File: src/rtl/fifo_write_arbiter.sv
// Round-robin write-port arbiter for a shared FIFO. Each grant has a burst lock of
// at most MAX_BURST accepted beats. Accepted words go to the FIFO in the same cycle.

module fifo_write_arbiter_lane #(
    parameter int DATA_WIDTH = 8
) (
    input  logic                  granted,
    input  logic                  own,
    input  logic                  fifo_full,
    input  logic                  valid,
    input  logic [DATA_WIDTH-1:0] data,
    output logic                  ready,
    output logic                  wr,
    output logic [DATA_WIDTH-1:0] data_out
);
    assign ready    = granted && own && !fifo_full;
    assign wr       = valid && ready;
    assign data_out = wr ? data : '0;
endmodule

module fifo_write_arbiter #(
    parameter int NUM_REQ    = 4,
    parameter int DATA_WIDTH = 8,
    parameter int MAX_BURST  = 4
) (
    input  logic                          clk,
    input  logic                          resetN,
    input  logic [NUM_REQ-1:0]            req_valid,
    input  logic [NUM_REQ*DATA_WIDTH-1:0] req_data,
    output logic [NUM_REQ-1:0]            req_ready,
    input  logic                          fifo_full,
    output logic                          fifo_write_en,
    output logic [DATA_WIDTH-1:0]         fifo_data_in,
    output logic                          grant_valid,
    output logic [$clog2(NUM_REQ)-1:0]    grant_id
);
    localparam int IDW = $clog2(NUM_REQ);

    typedef enum logic {IDLE, GRANT} state_t;

    state_t                                state, state_nxt;
    logic [IDW-1:0]                        grant_nxt, rr_ptr, rr_nxt;
    logic [3:0]                            beat_cnt, beat_nxt;
    logic [NUM_REQ-1:0]                    lane_wr;
    logic [NUM_REQ-1:0][DATA_WIDTH-1:0]    lane_data;
    logic                                  own_valid, rotate;
    logic [IDW-1:0]                        pick_base, pick_id;
    logic [NUM_REQ-1:0]                    pick_mask;
    logic                                  pick_any;
    int                                    idx;

    assign grant_valid = (state == GRANT);
    assign own_valid   = req_valid[grant_id];

    for (genvar gi = 0; gi < NUM_REQ; gi++) begin : g_lane
        fifo_write_arbiter_lane #(.DATA_WIDTH(DATA_WIDTH)) u_lane (
            .granted  (grant_valid),
            .own      (grant_id == IDW'(gi)),
            .fifo_full(fifo_full),
            .valid    (req_valid[gi]),
            .data     (req_data[gi*DATA_WIDTH +: DATA_WIDTH]),
            .ready    (req_ready[gi]),
            .wr       (lane_wr[gi]),
            .data_out (lane_data[gi])
        );
    end

    // Only the owner lane can be non-zero, so an OR-reduce acts as the data mux.
    always_comb begin
        fifo_data_in = '0;
        for (int i = 0; i < NUM_REQ; i++)
            fifo_data_in = fifo_data_in | lane_data[i];
        fifo_write_en = |lane_wr;
    end

    // Scan base+1 .. base+NUM_REQ; descending loop so the nearest hit wins.
    // In GRANT the base is the current owner, which is masked out of the re-pick.
    always_comb begin
        pick_base = grant_valid ? grant_id : rr_ptr;
        pick_mask = req_valid;
        if (grant_valid)
            pick_mask[grant_id] = 1'b0;
        pick_any = 1'b0;
        pick_id  = '0;
        idx      = 0;
        for (int k = NUM_REQ; k >= 1; k--) begin
            idx = (int'(pick_base) + k) % NUM_REQ;
            if (pick_mask[IDW'(idx)]) begin
                pick_any = 1'b1;
                pick_id  = IDW'(idx);
            end
        end
    end

    always_comb begin
        state_nxt = state;
        grant_nxt = grant_id;
        beat_nxt  = beat_cnt;
        rr_nxt    = rr_ptr;
        rotate    = 1'b0;
        case (state)
            IDLE: begin
                if (|req_valid) begin
                    state_nxt = GRANT;
                    grant_nxt = pick_id;
                    beat_nxt  = '0;
                end
            end
            GRANT: begin
                // A full FIFO freezes the grant; the owner resumes when it drains.
                if (!fifo_full) begin
                    rotate = (fifo_write_en && (beat_cnt + 4'd1 == 4'(MAX_BURST))) || !own_valid;
                    if (rotate) begin
                        rr_nxt   = grant_id;
                        beat_nxt = '0;
                        if (pick_any) begin
                            grant_nxt = pick_id;
                        end else begin
                            state_nxt = IDLE;
                            grant_nxt = '0;
                        end
                    end else if (fifo_write_en) begin
                        beat_nxt = beat_cnt + 4'd1;
                    end
                end
            end
            default: state_nxt = IDLE;
        endcase
    end

    always_ff @(posedge clk or negedge resetN) begin
        if (!resetN) begin
            state    <= IDLE;
            grant_id <= '0;
            beat_cnt <= '0;
            rr_ptr   <= IDW'(NUM_REQ - 1);
        end else begin
            state    <= state_nxt;
            grant_id <= grant_nxt;
            beat_cnt <= beat_nxt;
            rr_ptr   <= rr_nxt;
        end
    end
endmodule

File: config.mk
export PLATFORM = sky130hd
export DESIGN_NAME = fifo_write_arbiter
export DESIGN_NICKNAME = d
export VERILOG_FILES = /design/src/rtl/fifo_write_arbiter.sv
export SDC_FILE = /design/constraint.sdc
export NUM_CORES = 1
export LEC_CHECK = 0
export CORE_ASPECT_RATIO = 1.4
export CORE_MARGIN = 2
export CORE_UTILIZATION = 45
export DETAILED_ROUTE_END_ITERATION = 8
export DONT_BUFFER_PORTS = 1
export SYNTH_ARGS = -nofsm -noshare
export SYNTH_HDL_FRONTEND = slang
export SYNTH_SLANG_ARGS = --single-unit
File: constraint.sdc
create_clock -name clk -period 3.8 [get_ports clk]
set_input_delay 0.57 -clock clk [delete_from_list [all_inputs] [get_ports clk]]
set_output_delay 0.57 -clock clk [all_outputs]
set_load 0.1 [all_outputs]
# Word level (Yosys, flattened, before mapping)
# Cells that the tools add are included.
# word_totals
out_inout_bits,16
in_bits,39
reg_bits,9
# op_classes
n_eq_ne,8
magnitude_cmp,6
mux,45
n_reduce_logical,23
bitwise,7
n_addsub,5
# op_table
cell,count
2-to-1 mux 8 bit,4
bitwise OR 8 bit,3
2-to-1 mux 4 bit,5
2-to-1 mux 1 bit,18
2-to-1 mux 2 bit,9
less-than comparator 2 x 4 -> 1 bit (second input constant),4
logical AND 1 bit,14
binary-select mux 1 bit (select 2 bit),5
AND reduction 3 bit,3
case mux 4 bit (2 select lines),1
OR reduction 4 bit,2
adder 2 x 1 -> 2 bit (second input constant),2
adder 2 bit (second input constant),2
adder 4 x 1 -> 4 bit (second input constant),1
bitwise AND 4 bit,1
== test 2 bit (second input constant),2
== test 4 x 3 -> 1 bit (second input constant),1
!= test 2 bit (second input constant),2
NOT 4 bit,1
case mux 2 bit (2 select lines),1
less-than comparator 2 x 3 -> 1 bit (second input constant),1
!= test 3 x 2 -> 1 bit (second input constant),1
demux 1 bit (select 2 bit),1
== test 2 x 1 -> 1 bit (second input constant),1
7 further kinds,9

# Logic depth before layout (Yosys ltp)
# Gate-level depths: netlist of run 1.
# depth
depth_word,18
mapped_depth,8
ltp_nobuf,6

# Hierarchy
# From an unflattened synthesis of run 1, not the netlist that was laid out.
# unflattened
hier_cells,145
area_unflattened_um2,1234.9
# modules_own_cells
mod,instances,area_each_um2,seq_area_each_um2,cells_per_inst
fifo_write_arbiter,1,919.6,227.7,97
fifo_write_arbiter_lane,4,78.8,0.0,12

# Worst setup path after synthesis of run 1
# OpenSTA, ideal clock, no wires.
# synth_timing
path_type,reg-to-output
from,reg state (netlist: grant_valid)
to,out fifo_write_en
t_arrival_ns,2.789
path_buffers,2
slack_ns,0.441
stages_incl_launch_ff,6
t_required_ns,3.230
cell_sequence,dfrtp_1 > buf_2 > nand3_1 > nor3b_2 > or3_1 > clkbuf_1
# synth_between
elab_chain_len,4
word_cells_on_any_way,13
# synth_lines
item,line_no,rtl
from (decl),41,"state_t state, state_nxt;"
from (signal assigned),138,state <= state_nxt;
logical AND 1 bit (2 in a row),16,assign ready = granted && own && !fifo_full;
logical AND 1 bit,17,assign wr = valid && ready;
OR reduction 4 bit (*),73,fifo_write_en = |lane_wr;
to (decl),32,"output logic fifo_write_en,"
# Every way passes the cells marked *; elsewhere a longest branch is shown, timed or not.

# Worst setup path after layout of run 1
# layout_timing
from,reg grant_id[0]
to,out fifo_data_in[0]
# layout_between
elab_chain_len,8
word_cells_on_any_way,23
# layout_lines
item,line_no,rtl
from (decl),35,output logic [$clog2(NUM_REQ)-1:0] grant_id
from (signal assigned),139,grant_id <= grant_nxt;
== test 2 x 1 -> 1 bit or zero test 2 bit (tied branches),58,".own (grant_id == IDW'(gi)),"
logical AND 1 bit (2 in a row),16,
logical AND 1 bit,17,
2-to-1 mux 8 bit,18,assign data_out = wr ? data : '0;
bitwise OR 8 bit (2 in a row),72,fifo_data_in = fifo_data_in | lane_data[i];
bitwise OR 8 bit (*),72,
to (decl),33,"output logic [DATA_WIDTH-1:0] fifo_data_in,"
# Marked as above.

==> flow_summary.toml, run 1 <==
[drt]
drc = 0
wirelength_um = 2729
vias = 1011
drt-pass1-iter-count = 4
routed_via_density = 6.740
drtAntennaViolNets = 0
wire_per_inst_um = 18.19
drt_iter0_drc = 19

[synthesis]
synth.area.top_cells = "dfrtp_1 17%, a22o_1 10%, a221o_1 7.6%, dfstp_2 5.0%, buf_4 4.3%"
yosys.area_share.simple = 0.2275
synthArstFlopShare = 1.000
synthDistinctLibCells = 47
synth_fa_ha_area_frac = 0.01185
synth-xor-area-share = 0.02488
synth_edf_count = 0
syn-num-nets = 164
synthCells = 124
yosys.area.top_type = "dfrtp_1"
synthesis.area_um2 = 1056
syn_area_per_cell_um2 = 8.516
ys_seq_elements = 9
synthMuxAreaShare = 0.08057
synth_top_area_frac = 0.1659
ys_seq_area_frac = 0.2156
synth_warnings = 0
synth_top_family_by_area = "compound AO/OA/AOI/OAI gates"
synth_compound_area_frac = 0.3223
synth-main-ff-cell = "dfrtp_1"

[timing]
fmax_mhz = 350.3
skew_ns = 0.0007152
slew_headroom = 0.5821
fin_crit_sh = 0.7511
whs_ns = 0.1436
worst-slew-pin-transition_ns = 0.6269
finalSetupViolations = 0
fin_tns_setup_ns = 0
rsz0062_at_grt = "false"
timing.final.crit_period_ns = 2.854
finalHoldViolations = 0
final-max-slew-violation-count = 0

[power]
power_density_nw_per_um2 = 865.8
ir_worst_vdd_uv = 526.6
total_power_uw = 1130
leakage_uw = 0.0005307

[floorplanning]
dieHeight_um = 61.32
start_util = 0.4795
die_w_um = 44.94
rows = 20
pin_count = 55
design.die.area_um2 = 2756
coreArea_um2 = 2202

[flow_run]
drv_cap = 0

[clock_tree]
path_clk_slew_ns = 0.06
cts_tree = "yes"
cts_root_buffer = "clkbuf_4"
ctsHtreeMaxLevel = 1
cts.repair.resized = 0
cts_sinks = 9
cts_max_path_buffers = 2
clock_latency_ns = 0.26
cts_buffers = 3

[min_path]
holdCritPathClass = "in2async"

[worst_setup_path]
path_cells = "nand2_1 -> nor3_2 -> and2_1 -> a221o_1 -> buf_12"
worstSetupStartpointType = "register"
max_stage_delay_ns = 0.74
worstSetupEndpointType = "output port"
cp_top_family = "simple AND/OR/NAND/NOR gates"
worstPathRequired_ns = 3.23
critPathMaxFanout = 17
rrSetupSlack_ns = 1.56
critical_path_class = "reg2out"
crit_slowest_cell = "dfrtp_1"
cp_data_arrival_time_ns = 2.28
path_buf_inv = 1

[placement]
port_buffers = 0
place_congestion = 0.8690
dp_hpwl_um = 2166

[layout]
regArea_um2 = 227.7
mostFrequentLayoutCell = "a22o_1"
most-common-layout-cells = "12 x a22o_1, 8 x nand2_1, 8 x a221o_1, 8 x buf_12, 7 x dfrtp_1"
area_growth_pct = 23.58
drive_gt1_frac = 0.2656
multi_input_area_um2 = 729.5
nets = 169
diodes = 0
nFillCells = 198

[grt]
antenna_found_initial = 0
overflow = 0
grt_pass1_vias = 866
grt_first_pass_wirelength_um = 3960
grt_usage = 0.1922
grt_max_degree = 18

[run_status]
outcome = "finished, final reports clean"
==> metal layers <==
metal  up-vias  track usage  share of wire
met3         5      0.06158           0.10
met2        56       0.3388           0.50
met4         0      0.04622          0.011
li1        478            -              -
met5         -            0              0
met1       472       0.2232           0.39
==> cells in the mapped netlist (2+ instances only) <==
cell type   n
o22ai_1     2
nand2_1     8
nand2b_1    2
buf_4       6
nand3_1     3
inv_1       3
and2_1      3
mux2_2      2
a221o_1     8
nor2_1      6
o21ai_0     5
nor2b_1     2
buf_6       3
o21ai_1     2
a21oi_1     6
nor3_1      4
dfstp_2     2
clkbuf_1    4
mux2i_1     4
dfrtp_1     7
buf_2       3
nor3b_2     2
xor2_1      2
a22o_1     12
==> power breakdown <==
group	internal, uW	total, uW	switching, uW
Combinational	310	841	531
Sequential	131	214	82.9
Clock	40.5	74.8	34.3
==> final cells by class <==
cell class	instances	share of cell area
Tap cell	22	0.02109
Inverter	3	0.008629
Timing Repair Buffer	17	0.2167
Sequential cell	9	0.1745
Multi-Input combinational cell	95	0.5590
Clock buffer	4	0.02013
==> sequential cells by signal, indices dropped and copies added (netlist names) <==
register     count
beat_cnt         4
grant_id         2
grant_valid      1
rr_ptr           2
==> path summary, 6_finish.rpt <==
check | from | endpoint | depth (start not counted)
worst max register to register | grant_id[0] | beat_cnt[2] | 6
max in group asynchronous | resetN | grant_valid | 1
worst min register to register | beat_cnt[1] | beat_cnt[1] | 1
worst min-delay path | resetN | rr_ptr[0] | 0
min in group clk | fifo_full | rr_ptr[0] | 3
worst max-delay path | grant_id[0] | fifo_data_in[0] | 5
==> kinds of logic after synthesis <==
group	after synthesis
xor+xnor	3
mux	7
compound gates	44
buf+inv	20
fa+ha+maj	1
flops	9
simple gates	40
==> worst reg2reg max path: cells and delay by family (launching register included) <==
| family | cells | cell delay [ns] |
|---|---|---|
| flops | 1 | 0.74 |
| buf+inv | 1 | 0.31 |
| compound gates | 2 | 0.25 |
| simple gates | 3 | 0.86 |
==> repair_timing <==
item                                   in CTS  in global routing
endpoints found under the hold margin       7                  0
setup buffers                               0                  0
hold buffers                                1                  0
==> stage by stage <==
| step | worst slack (ns) | util | instance area [um2] | instances |
|---|---|---|---|---|
| 5_1_grt | 0.7825 | 0.5926 | 1305 | 150 |
| 6_report | 0.9457 | 0.5926 | 1305 | 150 |
| 3_5_place_dp | 1.250 | 0.5761 | 1269 | 145 |
| 3_3_place_gp | 1.292 | 0.5761 | 1269 | 145 |
| 4_1_cts | 0.9532 | 0.5926 | 1305 | 150 |
| 2_1_floorplan | 0.4405 | - | 1056 | 124 |
No activity file was read; power rests on OpenSTA's default activity.
==> run 2: changes to the inputs <==
- clock period: 3.8 -> 2.3 ns (I/O delays scaled with it)
==> flow_summary.toml, run 2 (synthesis gave the netlist of run 1 again) <==
[timing]
whs_ns = 0.3131
fin_crit_sh = 0.9672
timing.final.crit_period_ns = 2.225
fin_tns_setup_ns = 0
fmax_mhz = 449.5
skew_ns = 0.0003695
final-max-slew-violation-count = 0
finalHoldViolations = 0
worst-slew-pin-transition_ns = 0.4194
finalSetupViolations = 0
slew_headroom = 0.7204

[floorplanning]
pin_count = 55
rows = 20
start_util = 0.4795
design.die.area_um2 = 2756
dieHeight_um = 61.32
coreArea_um2 = 2202
die_w_um = 44.94

[placement]
port_buffers = 0
place_congestion = 0.8601
dp_hpwl_um = 2080

[drt]
drc = 0
drt_iter0_drc = 18
wire_per_inst_um = 17.77
routed_via_density = 6.801
vias = 1027
wirelength_um = 2683
drt-pass1-iter-count = 4
drtAntennaViolNets = 0

[worst_setup_path]
reg2reg_from = "beat_cnt[0]"
cp_data_arrival_time_ns = 1.88
critPathMaxFanout = 9
critical_path_class = "reg2out"
crit_slowest_cell = "dfrtp_4"
worstSetupEndpointType = "output port"
path_cells = "buf_12 -> nor3b_4 -> buf_4 -> a22o_1 -> a221o_4"
worstPathRequired_ns = 1.96
worstSetupStartpointType = "register"
reg2reg_to = "grant_id[1]"
worstRegToRegCells = 6
rrSetupSlack_ns = 0.36
max_stage_delay_ns = 0.50

[clock_tree]
path_clk_slew_ns = 0.06
cts_sinks = 9
cts_root_buffer = "clkbuf_4"
cts_buffers = 3
cts_tree = "yes"
cts_max_path_buffers = 2
clock_latency_ns = 0.26
ctsHtreeMaxLevel = 1

[grt]
grt_pass1_vias = 902
grt_first_pass_wirelength_um = 4146
antenna_found_initial = 0
overflow = 0
grt_max_degree = 18
grt_usage = 0.1973

[run_status]
outcome = "finished, final reports clean"

[min_path]
worstHoldPathCells = 3
holdCritPathClass = "in2reg"
min-delay-start = "fifo_full"
hold_path_end = "beat_cnt[0]"

[power]
power_density_nw_per_um2 = 1427
leakage_uw = 0.0005626
ir_worst_vdd_uv = 871.3

[flow_run]
drv_cap = 0

[layout]
reg_top3 = "beat_cnt: 4 flops, grant_id: 2 flops, rr_ptr: 2 flops"
regMostFlops = "beat_cnt"
drive_gt1_frac = 0.3953
finish.utilization = 0.6176
largest_reg_flops = 4
diodes = 0
nets = 170
area_growth_pct = 28.79
most-common-layout-cells = "12 x a22o_1, 12 x buf_4, 8 x a221o_4, 7 x nand2_1"
run 2: cell types whose count changed in the layout (fill, tap and decap cells not counted), sizes merged:
cell / change
buf: +1
run 2: routing by layer:
layer,track usage,vias to the layer above,share of wire,routed length [um]
li1,-,483,-,-
met1,0.2401,488,0.37,1004
met2,0.3531,52,0.53,1428
met3,0.04106,4,0.082,220
met4,0.04202,0,0.011,29
met5,0,-,0,0
run 2: power breakdown:
group	internal, uW	leakage (uW)	switching, uW
Clock	66.8	0.0000150	54.2
Sequential	231	0.000107	87.5
Combinational	556	0.000441	945
Total	854	0.000563	1090
run 2: metrics by stage:
stage / total power (uW) / instance area, um2 / worst slack [ns] / cells
final: 1940 / 1360 / 0.07542 / 151
after global routing: 2039 / 1360 / -0.001977 / 151
after CTS: 1899 / 1323 / 0.01620 / 147
after detailed placement: 1703 / 1245 / 0.1756 / 140
after global placement: 1692 / 1245 / 0.2052 / 140
after floorplan: 1483 / 1165 / 0.03196 / 124
run 2: worst max-delay path, delay by kind of cell, from the launching register on:
family / cells / cell delay (ns)
compound gates: 2 / 0.67
buf+inv: 2 / 0.30
flops: 1 / 0.50
simple gates: 1 / 0.14
run 2: what timing repair did:
action	CTS	global route
gates resized for setup	6	3
hold buffers	1	0
setup endpoints to repair	9	9
setup buffers	2	4
endpoints found under the hold margin	9	0
pin swaps	1	3
run 2: how the worst max path moves through the flow:
stage                     start               to  slack [ns]  depth (start not counted)
floorplan           grant_id[1]  fifo_data_in[0]        0.03                          5
global placement    grant_id[0]  fifo_data_in[4]        0.21                          3
detailed placement  grant_id[0]  fifo_data_in[0]        0.18                          4
CTS                 grant_id[1]  fifo_data_in[4]        0.02                          4
global route        grant_id[1]  fifo_data_in[3]      -0.002                          4
finish              grant_id[1]  fifo_data_in[0]        0.08                          5
run 2: cell type report:
class,instances,area [um2]
tap,22,27.53
multi-input combinational,95,840.8
clock buffer,4,26.28
inverter,3,11.26
timing repair buffer,18,215.2
fill,181,842.1
sequential,9,239.0
==> run 3: changes to the inputs <==
- CAP_MARGIN: unset -> 20
- CORE_UTILIZATION: 45 -> 36
- DONT_BUFFER_PORTS: 1 -> unset
- PLACE_DENSITY: unset -> 0.77
==> flow_summary.toml, run 3 (synthesis gave the netlist of run 1 again) <==
[layout]
nets = 230
regMostFlops = "beat_cnt"
most-common-layout-cells = "35 x clkdlybuf4s50_1, 23 x buf_4, 14 x buf_12, 12 x a22o_1, 8 x a221o_4"
largest_reg_flops = 4
layoutNonFillerInstCount = 226
finish.utilization = 0.7240
area_growth_pct = 93.37
mostFrequentLayoutCell = "clkdlybuf4s50_1"
diodes = 0
reg_top3 = "beat_cnt: 4 flops, grant_id: 2 flops, rr_ptr: 2 flops"
drive_gt1_frac = 0.3704
nFillCells = 215

[worst_setup_path]
path_buf_inv = 3
worstPathRequired_ns = 1.96
critPathMaxFanout = 7
max_stage_delay_ns = 0.52
worstRegToRegCells = 6
path_depth = 7
critical_path_class = "reg2out"
worstSetupStartpointType = "register"
path_cells = "buf_6 -> nand3_4 -> nor3b_4 -> buf_4 -> a22o_1 -> a221o_4 -> buf_12"
crit_slowest_cell = "dfrtp_4"
cp_data_arrival_time_ns = 1.91
worstSetupEndpointType = "output port"
cp_top_family = "compound AO/OA/AOI/OAI gates"

[power]
leakage_uw = 0.0008713
power.share.clock = 0.076
p_int_uw = 1139
power_density_nw_per_um2 = 1135
power.switching_uw = 1179
netSwitchingFraction = 0.5086
ir_worst_vdd_uv = 700.7
pwr-share-seq = 0.134
power_frac_comb = 0.789

[timing]
finalSetupViolations = 0
fin_crit_sh = 0.9802
skew_ns = 0.001356
rsz0062_at_grt = "true"
fmax_mhz = 443.6
slew_headroom = 0.6982
worst-slew-pin-transition_ns = 0.4465
final-max-slew-violation-count = 0
finalHoldViolations = 0
timing.final.crit_period_ns = 2.255

[floorplanning]
coreArea_um2 = 2820
dieHeight_um = 68.09
die_w_um = 49.78
pin_count = 55
design.die.area_um2 = 3389
rows = 23
start_util = 0.3744

[drt]
wirelength_um = 3909
routed_via_density = 5.522
vias = 1248
drc = 0
drt_iter0_drc = 18
wire_per_inst_um = 17.30
drtAntennaViolNets = 0
drt-pass1-iter-count = 4

[clock_tree]
ctsHtreeMaxLevel = 1
cts_tree = "yes"
path_clk_slew_ns = 0.04
cts_max_path_buffers = 2
cts_root_buffer = "clkbuf_8"
cts_buffers = 3
cts_sinks = 9
clock_latency_ns = 0.23
hold_buffers = 0

[flow_run]
drv_cap = 0

[grt]
antenna_found_initial = 0
overflow = 0
grt_usage = 0.2359
grt_max_degree = 19
grt_first_pass_wirelength_um = 6168
grt_pass1_vias = 1272

[placement]
dpl.cell_count = 214
port_buffers = 54
dp_hpwl_um = 3240
place_congestion = 0.8839

[run_status]
outcome = "finished, final reports clean"

[min_path]
holdCritPathClass = "in2async"
[run 3: cell types whose count changed in the layout (fill, tap and decap cells not counted), sizes merged]
cell and change:
dlymetal6s2s +2, dlygate4sd2 +1, dlygate4sd3 -1, clkbuf -3
clkdlybuf4s50 +35, buf +26
[run 3: layout make-up]
class,count,area [um2],share of cell area
Clock buffer,4,45.04,0.02206
Inverter,3,11.26,0.005515
Multi-Input combinational cell,95,829.5,0.4062
Sequential cell,9,239.0,0.1170
Tap cell,37,46.29,0.02267
Timing Repair Buffer,78,870.8,0.4265
[run 3: through the flow]
step	instance area, um2	hold WS, ns	total power (uW)	setup TNS [ns]	setup WS (ns)
2_1_floorplan	1165	0.04941	1483	0	0.03196
4_1_cts	1981	0.4206	2246	0	0.001412
6_report	2042	0.4157	2318	0	0.04546
3_3_place_gp	1887	0.5051	1969	-0.8004	-0.1179
3_5_place_dp	1887	0.5233	2009	-1.715	-0.2139
5_1_grt	2042	0.4488	2433	-0.01313	-0.008403
[run 3: worst reg2reg max path, stage by stage, from the launching register on]
cell      delay (ns)
dfrtp_4         0.44
buf_6           0.15
mux4_2          0.52
and2_4          0.19
a21o_1          0.22
a311oi_2        0.24
a22o_1          0.15
[run 3: power groups by stage]
stage / combinational (uW) / sequential (uW) / clock (uW)
4_1_cts: 1760 / 305 / 184
5_1_grt: 1910 / 325 / 195
2_1_floorplan: 1060 / 419 / 0
6_report: 1830 / 312 / 177
3_5_place_dp: 1700 / 314 / 0
3_3_place_gp: 1660 / 309 / 0
[run 3: metal layers]
metal	global-route usage	part of all wire	vias to the layer above
met5	0	0	-
met4	0.05208	0.011	0
met2	0.4650	0.54	57
met1	0.2651	0.39	588
li1	-	-	599
met3	0.03493	0.057	4
[run 3: worst paths after layout]
check                            start  slack [ns]         endpoint
setup / recovery           grant_id[0]        0.05  fifo_data_in[1]
hold / removal                  resetN        0.42      beat_cnt[3]
setup reg to reg           grant_id[1]        0.31      grant_id[1]
hold reg to reg            beat_cnt[1]        0.53      beat_cnt[1]
max in group asynchronous       resetN        1.56      grant_valid
min in group clk           beat_cnt[1]        0.53      beat_cnt[1]
[run 3: timing repair]
action,4_1_cts,5_1_grt
endpoints found under the setup margin,9,8
pin swaps,1,0
buffers inserted,4,4
resized for setup,8,7
